<file path="src/rtl/agc_dither_round_if.sv">
// agc_dither_round_if
//   Sample stream bundle between the AGC scaler and the dithered requantizer.
//   The upstream side (master) drives the wide scaled sample and its valid;
//   the requantizer (slave) returns the narrowed sample, its valid and the
//   clip flag. There is no backpressure in either direction.
//
//   Signals:
//     in_i        NIN-bit signed scaled sample
//     in_valid_i  qualifier for in_i
//     out_o       NOUT-bit signed requantized sample
//     out_valid_o qualifier for out_o and sat_o
//     sat_o       out_o was clipped to the output range
interface agc_dither_round_if #(
  parameter int NIN  = 17,
  parameter int NOUT = 5
);
  logic [NIN-1:0]  in_i;
  logic            in_valid_i;
  logic [NOUT-1:0] out_o;
  logic            out_valid_o;
  logic            sat_o;

  modport master (
    output in_i,
    output in_valid_i,
    input  out_o,
    input  out_valid_o,
    input  sat_o
  );

  modport slave (
    input  in_i,
    input  in_valid_i,
    output out_o,
    output out_valid_o,
    output sat_o
  );
endinterface

</file>
<file path="src/rtl/agc_dither_round.sv">
// agc_dither_round
//   Dithered requantizer sitting behind the AGC's 3-bit LFSR dither source.
//   Each wide sample gets the three random bits added just below the output
//   LSB, is arithmetic-shifted down to NOUT bits and saturated. A small FSM
//   sequences the LFSR (reset, start pulse, warm-up) and dither is only
//   applied once the LFSR has warmed up; before that samples are truncated
//   toward minus infinity.
//
//   Optional feature macro: AGC_DITHER_SATCNT_EN
//     defined   -> 16-bit sticky saturation counter with clear input
//     undefined -> sat_count_o tied to zero, sat_clr_i ignored
//
//   Ports:
//     clk_i         clock
//     rstn_i        asynchronous active-low reset
//     en_i          level enable for the LFSR sequence and dithering
//     lfsr_rst_o    reset to the LFSR generator (high in IDLE and LRST)
//     lfsr_start_o  one-cycle start pulse to the LFSR generator
//     rnd_i         3 registered random bits from the LFSR
//     bus           sample stream (slave side of agc_dither_round_if)
//     dither_on_o   high while dither is being applied (RUN)
//     sat_clr_i     clears the saturation counter
//     sat_count_o   saturated-sample count
module agc_dither_round #(
  parameter int NIN    = 17,
  parameter int NOUT   = 5,
  parameter int WARMUP = 40
) (
  input  logic                 clk_i,
  input  logic                 rstn_i,
  input  logic                 en_i,
  output logic                 lfsr_rst_o,
  output logic                 lfsr_start_o,
  input  logic [2:0]           rnd_i,
  agc_dither_round_if.slave    bus,
  output logic                 dither_on_o,
  input  logic                 sat_clr_i,
  output logic [15:0]          sat_count_o
);

  localparam int DROP = NIN - NOUT;
  localparam int SW   = NIN + 1;
  localparam int QW   = SW - DROP;
  localparam logic [7:0] LRST_LAST = 8'd3;
  localparam logic [7:0] WARM_LAST = 8'(WARMUP - 1);

  typedef enum logic [2:0] {
    IDLE,
    LRST,
    START,
    WARM,
    RUN
  } state_t;

  state_t     state_q, state_d;
  logic [7:0] cnt_q, cnt_d;
  logic       lfsr_rst_q, lfsr_rst_d;
  logic       lfsr_start_q, lfsr_start_d;
  logic       dither_on_q, dither_on_d;

  // Sequencer: dropping en_i returns to IDLE from anywhere. The output
  // flops are computed from the next state so they line up with state_q.
  always_comb begin
    state_d = state_q;
    cnt_d   = cnt_q;
    if (!en_i) begin
      state_d = IDLE;
      cnt_d   = '0;
    end else begin
      case (state_q)
        IDLE: begin
          state_d = LRST;
          cnt_d   = '0;
        end
        LRST: begin
          if (cnt_q == LRST_LAST) begin
            state_d = START;
            cnt_d   = '0;
          end else begin
            cnt_d = cnt_q + 8'd1;
          end
        end
        START: begin
          state_d = WARM;
          cnt_d   = '0;
        end
        WARM: begin
          if (cnt_q == WARM_LAST) begin
            state_d = RUN;
            cnt_d   = '0;
          end else begin
            cnt_d = cnt_q + 8'd1;
          end
        end
        RUN: begin
          state_d = RUN;
        end
        default: begin
          state_d = IDLE;
          cnt_d   = '0;
        end
      endcase
    end
    lfsr_rst_d   = (state_d == IDLE) || (state_d == LRST);
    lfsr_start_d = (state_d == START);
    dither_on_d  = (state_d == RUN);
  end

  always_ff @(posedge clk_i or negedge rstn_i) begin
    if (!rstn_i) begin
      state_q      <= IDLE;
      cnt_q        <= '0;
      lfsr_rst_q   <= 1'b1;
      lfsr_start_q <= 1'b0;
      dither_on_q  <= 1'b0;
    end else begin
      state_q      <= state_d;
      cnt_q        <= cnt_d;
      lfsr_rst_q   <= lfsr_rst_d;
      lfsr_start_q <= lfsr_start_d;
      dither_on_q  <= dither_on_d;
    end
  end

  assign lfsr_rst_o   = lfsr_rst_q;
  assign lfsr_start_o = lfsr_start_q;
  assign dither_on_o  = dither_on_q;

  // Stage 1: add the dither three bits below the output LSB and keep only
  // the part that survives the shift. Dither is chosen by the state seen on
  // the input cycle, so samples in flight keep what they captured here.
  logic [2:0]      dith;
  logic [SW-1:0]   in_ext;
  logic [SW-1:0]   dith_ext;
  logic [SW-1:0]   sum;
  logic [QW-1:0]   sum_hi;
  logic [DROP-1:0] sum_lsb_unused;
  logic [QW-1:0]   s1_q_q, s1_q_d;
  logic            s1_valid_q;

  always_comb begin
    dith                    = (state_q == RUN) ? rnd_i : 3'd0;
    in_ext                  = {bus.in_i[NIN-1], bus.in_i};
    dith_ext                = '0;
    dith_ext[DROP-1 -: 3]   = dith;
    sum                     = in_ext + dith_ext;
    {sum_hi, sum_lsb_unused} = sum;
    s1_q_d                  = bus.in_valid_i ? sum_hi : s1_q_q;
  end

  always_ff @(posedge clk_i or negedge rstn_i) begin
    if (!rstn_i) begin
      s1_q_q     <= '0;
      s1_valid_q <= 1'b0;
    end else begin
      s1_q_q     <= s1_q_d;
      s1_valid_q <= bus.in_valid_i;
    end
  end

  // Stage 2: the shifted value is one bit wider than the output, so it
  // overflows exactly when its top two bits disagree; the sign bit then
  // picks which rail to clip to.
  logic [NOUT-1:0] out_q, out_d;
  logic            sat_q, sat_d;
  logic            out_valid_q;
  logic            ovf;
  logic [NOUT-1:0] clipped;

  always_comb begin
    ovf = s1_q_q[QW-1] ^ s1_q_q[QW-2];
    if (ovf) begin
      clipped = s1_q_q[QW-1] ? {1'b1, {(NOUT-1){1'b0}}} : {1'b0, {(NOUT-1){1'b1}}};
    end else begin
      clipped = s1_q_q[NOUT-1:0];
    end
    out_d = s1_valid_q ? clipped : out_q;
    sat_d = s1_valid_q ? ovf : sat_q;
  end

  always_ff @(posedge clk_i or negedge rstn_i) begin
    if (!rstn_i) begin
      out_q       <= '0;
      sat_q       <= 1'b0;
      out_valid_q <= 1'b0;
    end else begin
      out_q       <= out_d;
      sat_q       <= sat_d;
      out_valid_q <= s1_valid_q;
    end
  end

  assign bus.out_o       = out_q;
  assign bus.sat_o       = sat_q;
  assign bus.out_valid_o = out_valid_q;

`ifdef AGC_DITHER_SATCNT_EN
  // Sticky count of clipped samples; a clear wins over a coincident
  // saturated sample so the AGC loop always sees a clean restart.
  logic [15:0] sat_count_q, sat_count_d;

  always_comb begin
    sat_count_d = sat_count_q;
    if (sat_clr_i) begin
      sat_count_d = '0;
    end else if (out_valid_q && sat_q && (sat_count_q != 16'hFFFF)) begin
      sat_count_d = sat_count_q + 16'd1;
    end
  end

  always_ff @(posedge clk_i or negedge rstn_i) begin
    if (!rstn_i) begin
      sat_count_q <= '0;
    end else begin
      sat_count_q <= sat_count_d;
    end
  end

  assign sat_count_o = sat_count_q;
`else
  logic sat_clr_unused;
  assign sat_clr_unused = sat_clr_i;
  assign sat_count_o    = '0;
`endif

endmodule

</file>
<file path="src/flat_wrapper.sv">
// flat-port wrapper written by rule: the top's interface ports become plain ports
module agc_dither_round_flat 
#(
  parameter int NIN    = 17,
  parameter int NOUT   = 5,
  parameter int WARMUP = 40
)
  (clk_i, rstn_i, en_i, lfsr_rst_o, lfsr_start_o, rnd_i, dither_on_o, sat_clr_i, sat_count_o, bus_in_i, bus_in_valid_i, bus_out_o, bus_out_valid_o, bus_sat_o);
  agc_dither_round_if #(.NIN(NIN), .NOUT(NOUT)) bus_i ();
  input  logic clk_i;
  input  logic rstn_i;
  input  logic en_i;
  output logic lfsr_rst_o;
  output logic lfsr_start_o;
  input  logic [2:0] rnd_i;
  output logic dither_on_o;
  input  logic sat_clr_i;
  output logic [15:0] sat_count_o;
  input wire logic [$bits(bus_i.in_i)-1:0] bus_in_i;
  input wire logic [$bits(bus_i.in_valid_i)-1:0] bus_in_valid_i;
  output wire logic [$bits(bus_i.out_o)-1:0] bus_out_o;
  output wire logic [$bits(bus_i.out_valid_o)-1:0] bus_out_valid_o;
  output wire logic [$bits(bus_i.sat_o)-1:0] bus_sat_o;
  assign bus_i.in_i = bus_in_i;
  assign bus_i.in_valid_i = bus_in_valid_i;
  assign bus_out_o = bus_i.out_o;
  assign bus_out_valid_o = bus_i.out_valid_o;
  assign bus_sat_o = bus_i.sat_o;
  agc_dither_round #(.NIN(NIN), .NOUT(NOUT), .WARMUP(WARMUP)) u_core (.clk_i(clk_i), .rstn_i(rstn_i), .en_i(en_i), .lfsr_rst_o(lfsr_rst_o), .lfsr_start_o(lfsr_start_o), .rnd_i(rnd_i), .bus(bus_i), .dither_on_o(dither_on_o), .sat_clr_i(sat_clr_i), .sat_count_o(sat_count_o));
endmodule
</file>
<file path="config.mk">
export PLATFORM = sky130hd
export DESIGN_NAME = agc_dither_round_flat
export DESIGN_NICKNAME = d
export VERILOG_FILES = /design/src/rtl/agc_dither_round_if.sv /design/src/rtl/agc_dither_round.sv /design/src/flat_wrapper.sv
export SDC_FILE = /design/constraint.sdc
export NUM_CORES = 1
export LEC_CHECK = 0
export ABC_AREA = 1
export CAP_MARGIN = 0
export CORE_ASPECT_RATIO = 1.1
export CORE_UTILIZATION = 25
export DETAILED_ROUTE_END_ITERATION = 6
export PLACE_DENSITY = 0.55
export SETUP_SLACK_MARGIN = 0.5
export SYNTH_ARGS = -nofsm -noshare
export SYNTH_HDL_FRONTEND = slang
export SYNTH_SLANG_ARGS = --single-unit
</file>
<file path="constraint.sdc">
create_clock -name clk_i -period 2.5 [get_ports clk_i]
set_input_delay 0.25 -clock clk_i [delete_from_list [all_inputs] [get_ports clk_i]]
set_output_delay 0.25 -clock clk_i [all_outputs]
set_load 0.02 [all_outputs]
</file>
==> flow_summary.json <==
{
  "synth.area.top_cells": "dfrtp_1 (41%), nand2_1 (12%), buf_4 (7.2%), inv_1 (5.4%), nand3_1 (4.2%)",
  "drive_gt1_share_pct": 12.9,
  "synthSimpleGateAreaFrac_pct": 29.7,
  "hp-class": "input pin to asynchronous set/reset pin",
  "cpMaxStageDelayCell": "dfrtp_2",
  "cts_hold_buffers": 0,
  "cts-root-buf": "clkbuf_8",
  "rsz0062_at_grt": "no",
  "routed_wl_um": 3090,
  "overflow": 0,
  "cellLeakagePower_nw": 1.01,
  "grt_pass1_wl_um": 5420,
  "final_cell_area_mm2": 0.00203,
  "synth_area_mm2": 0.00167,
  "antenna_found_initial": 0,
  "layout_commonest_cell": "nand2_1",
  "dpl_cell_area_mm2": 0.00195,
  "clk_transition_reported_paths_ns": 0.10,
  "postSynthCellCount": 212,
  "start_util_pct": 26.4,
  "final_nets": 271,
  "die_width_um": 79.9,
  "ios": 51,
  "post-route-period-util_pct": 71.8,
  "grt_max_degree": 29,
  "seq_area_frac_synth_pct": 42.1,
  "holdWs_ns": 0.348,
  "drt-initial-drc-count": 53,
  "cts_tree": "yes",
  "status": "finished, final reports clean",
  "total_power_mw": 1.05,
  "wl_met2_um": 1400,
  "cts_buffers": 3,
  "synth_top_area_share_pct": 40.5,
  "met3_wirelength_um": 135,
  "maxSlewViolCount": 0,
  "final_cell_mix": "nand2_1 (53), dfrtp_1 (25), inv_1 (24), clkdlybuf4s50_1 (24)",
  "synth_top_family_by_area": "simple AND/OR/NAND/NOR gates",
  "required_ns": 2.67,
  "grt_usage_pct": 9.70,
  "synth.distinct_cells": 28,
  "crit_chain": "nor2_4 -> nand2_2 -> nor2_1 -> ha_1 -> a21oi_2 -> or2_1 -> nand3_1 -> nand3_1 -> nand2_1",
  "ys_ff_latch": 28,
  "setup_viol": 0,
  "cts_buffer_depth": 2,
  "ant_nets": 0,
  "detailed_place_hpwl_um": 2410,
  "slowest_delay_ns": 0.45,
  "drc": 0,
  "max_cap_viol_count": 0,
  "synth_largest_area_cell": "dfrtp_1",
  "met1_length_um": 1510,
  "finalCriticalPeriod_ns": 1.79,
  "port_buffers": 24,
  "top_layer": "met4",
  "synth_compound_area_share_pct": 9.30,
  "synthMuxAreaShare_pct": 0,
  "endpoint_kind": "flip-flop",
  "fin_util_pct": 32.3,
  "area_growth_pct": 22.0,
  "fp.dieH_um": 87.7,
  "synthAdderAreaFrac_pct": 3.75,
  "hold_viol": 0,
  "cts_setup_buffers": 0,
  "fp.coreArea_mm2": 0.00631,
  "skew_ns": 0.00295,
  "cp_common_cell": "nand3_1",
  "place_congestion": 0.805,
  "grt_pass1_vias": 1206,
  "rows": 30,
  "fin_setup_tns_ns": 0,
  "synth_warnings": 0,
  "synth-xor-area-share_pct": 1.58,
  "clkLatencyLatePin_ns": 0.27,
  "htree_levels": 1,
  "worstSetupPathType": "flip-flop to flip-flop",
  "routedWlPerCell_um": 9.65,
  "avgSynthCellArea_um2": 7.87,
  "critPathArrivalTime_ns": 1.97,
  "n_antenna_cell": 0,
  "cts.sinks": 28,
  "path_max_fanout": 5,
  "power_density_mw_per_mm2": 517,
  "fmax_mhz": 557,
  "start_kind": "flip-flop",
  "route.vias.total": 1317,
  "via_per_inst": 4.12,
  "vdd_drop_max_uv": 192,
  "dieArea_mm2": 0.00700,
  "drtPass1Iterations": 4,
  "cts.repair.resized": 0
}
[synth_stat cells]
cell type  count
nand3b_1       1
ha_1           5
nand2_2        7
dfstp_2        1
nand2_1       53
conb_1         1
buf_4         16
nor3_1         2
nor2_1        16
o21ai_2        2
xor2_1         3
nand3_2        3
a21oi_1       12
o21bai_4       1
nor3b_1        1
o21ai_1        3
nand4_1        4
clkinv_2       1
nand3_1       14
inv_1         24
inv_2          2
nor2_4         1
dfrtp_1       27
o21ai_0        5
o211ai_1       1
nor2_2         4
or2_1          1
o21bai_2       1
[flip-flops by register name (all words and copies together), names as in the netlist]
signal	count
u_core.bus.sat_o	1
u_core.cnt_q	8
u_core.s1_valid_q	1
u_core.dither_on_o	1
u_core.state_q	3
u_core.lfsr_start_o	1
u_core.s1_q_q	6
u_core.bus.out_o	5
u_core.lfsr_rst_o	1
u_core.bus.out_valid_o	1
[routing by layer]
layer	GRT usage [%]	vias to the layer above
met2	15.9	35
met5	0	-
met3	1.35	4
met4	3.90	0
met1	12.9	578
li1	-	700
[layout make-up]
cell class / count / area, µm²
Clock buffer: 3 / 41.3
Clock inverter: 1 / 30.0
Fill cell: 692 / 4270
Inverter: 27 / 103
Multi-Input combinational cell: 156 / 808
Sequential cell: 28 / 704
Tap cell: 80 / 100
Timing Repair Buffer: 25 / 248
[per-stage QoR]
stage | cells | worst slack (ns)
2_1_floorplan | 227 | 0.786
3_3_place_gp | 316 | 0.618
3_5_place_dp | 316 | 0.603
4_1_cts | 320 | 0.575
5_1_grt | 320 | 0.507
6_report | 320 | 0.706
[final timing paths]
| path | depth (start not counted) | end | startpoint | slack [ns] |
|---|---|---|---|---|
| worst max register to register | 9 | u_core.s1_q_q[2] | u_core.state_q[0] | 0.71 |
| worst min-delay path | 2 | u_core.cnt_q[2] | rstn_i | 0.35 |
| worst max-delay path | 9 | u_core.s1_q_q[2] | u_core.state_q[0] | 0.71 |
| worst min register to register | 2 | u_core.bus.out_o[4] | u_core.bus.out_o[4] | 0.50 |
| min in group clk_i | 2 | u_core.bus.out_o[4] | u_core.bus.out_o[4] | 0.50 |
| max in group asynchronous | 2 | u_core.lfsr_rst_o | rstn_i | 1.85 |
[worst max-delay path, delay by kind of cell (launching register included)]
kind | cells | cell delay (ns)
AND/OR/NAND/NOR | 7 | 0.80
flip-flops | 1 | 0.45
adder cells (fa/ha/maj) | 1 | 0.27
AO/OA/AOI/OAI | 1 | 0.19
[cells by family (layout without fill, tap and decap cells)]
| kind of cell | count (synthesis) | count (layout) |
|---|---|---|
| AOI/OAI and AO/OA | 25 | 25 |
| xor gates and xnor gates | 3 | 3 |
| adders and majority gates | 5 | 5 |
| buffers and inverters | 43 | 56 |
| DFF | 28 | 28 |
| other | 1 | 16 |
| and+or+nand+nor | 107 | 107 |
[where the power goes]
group          total (mW)  switching (mW)  internal [mW]
Sequential          0.504          0.0212          0.483
Combinational       0.190           0.112         0.0780
Clock               0.358           0.144          0.214
Total                1.05           0.277          0.776
No activity file was read; power rests on OpenSTA's default activity.
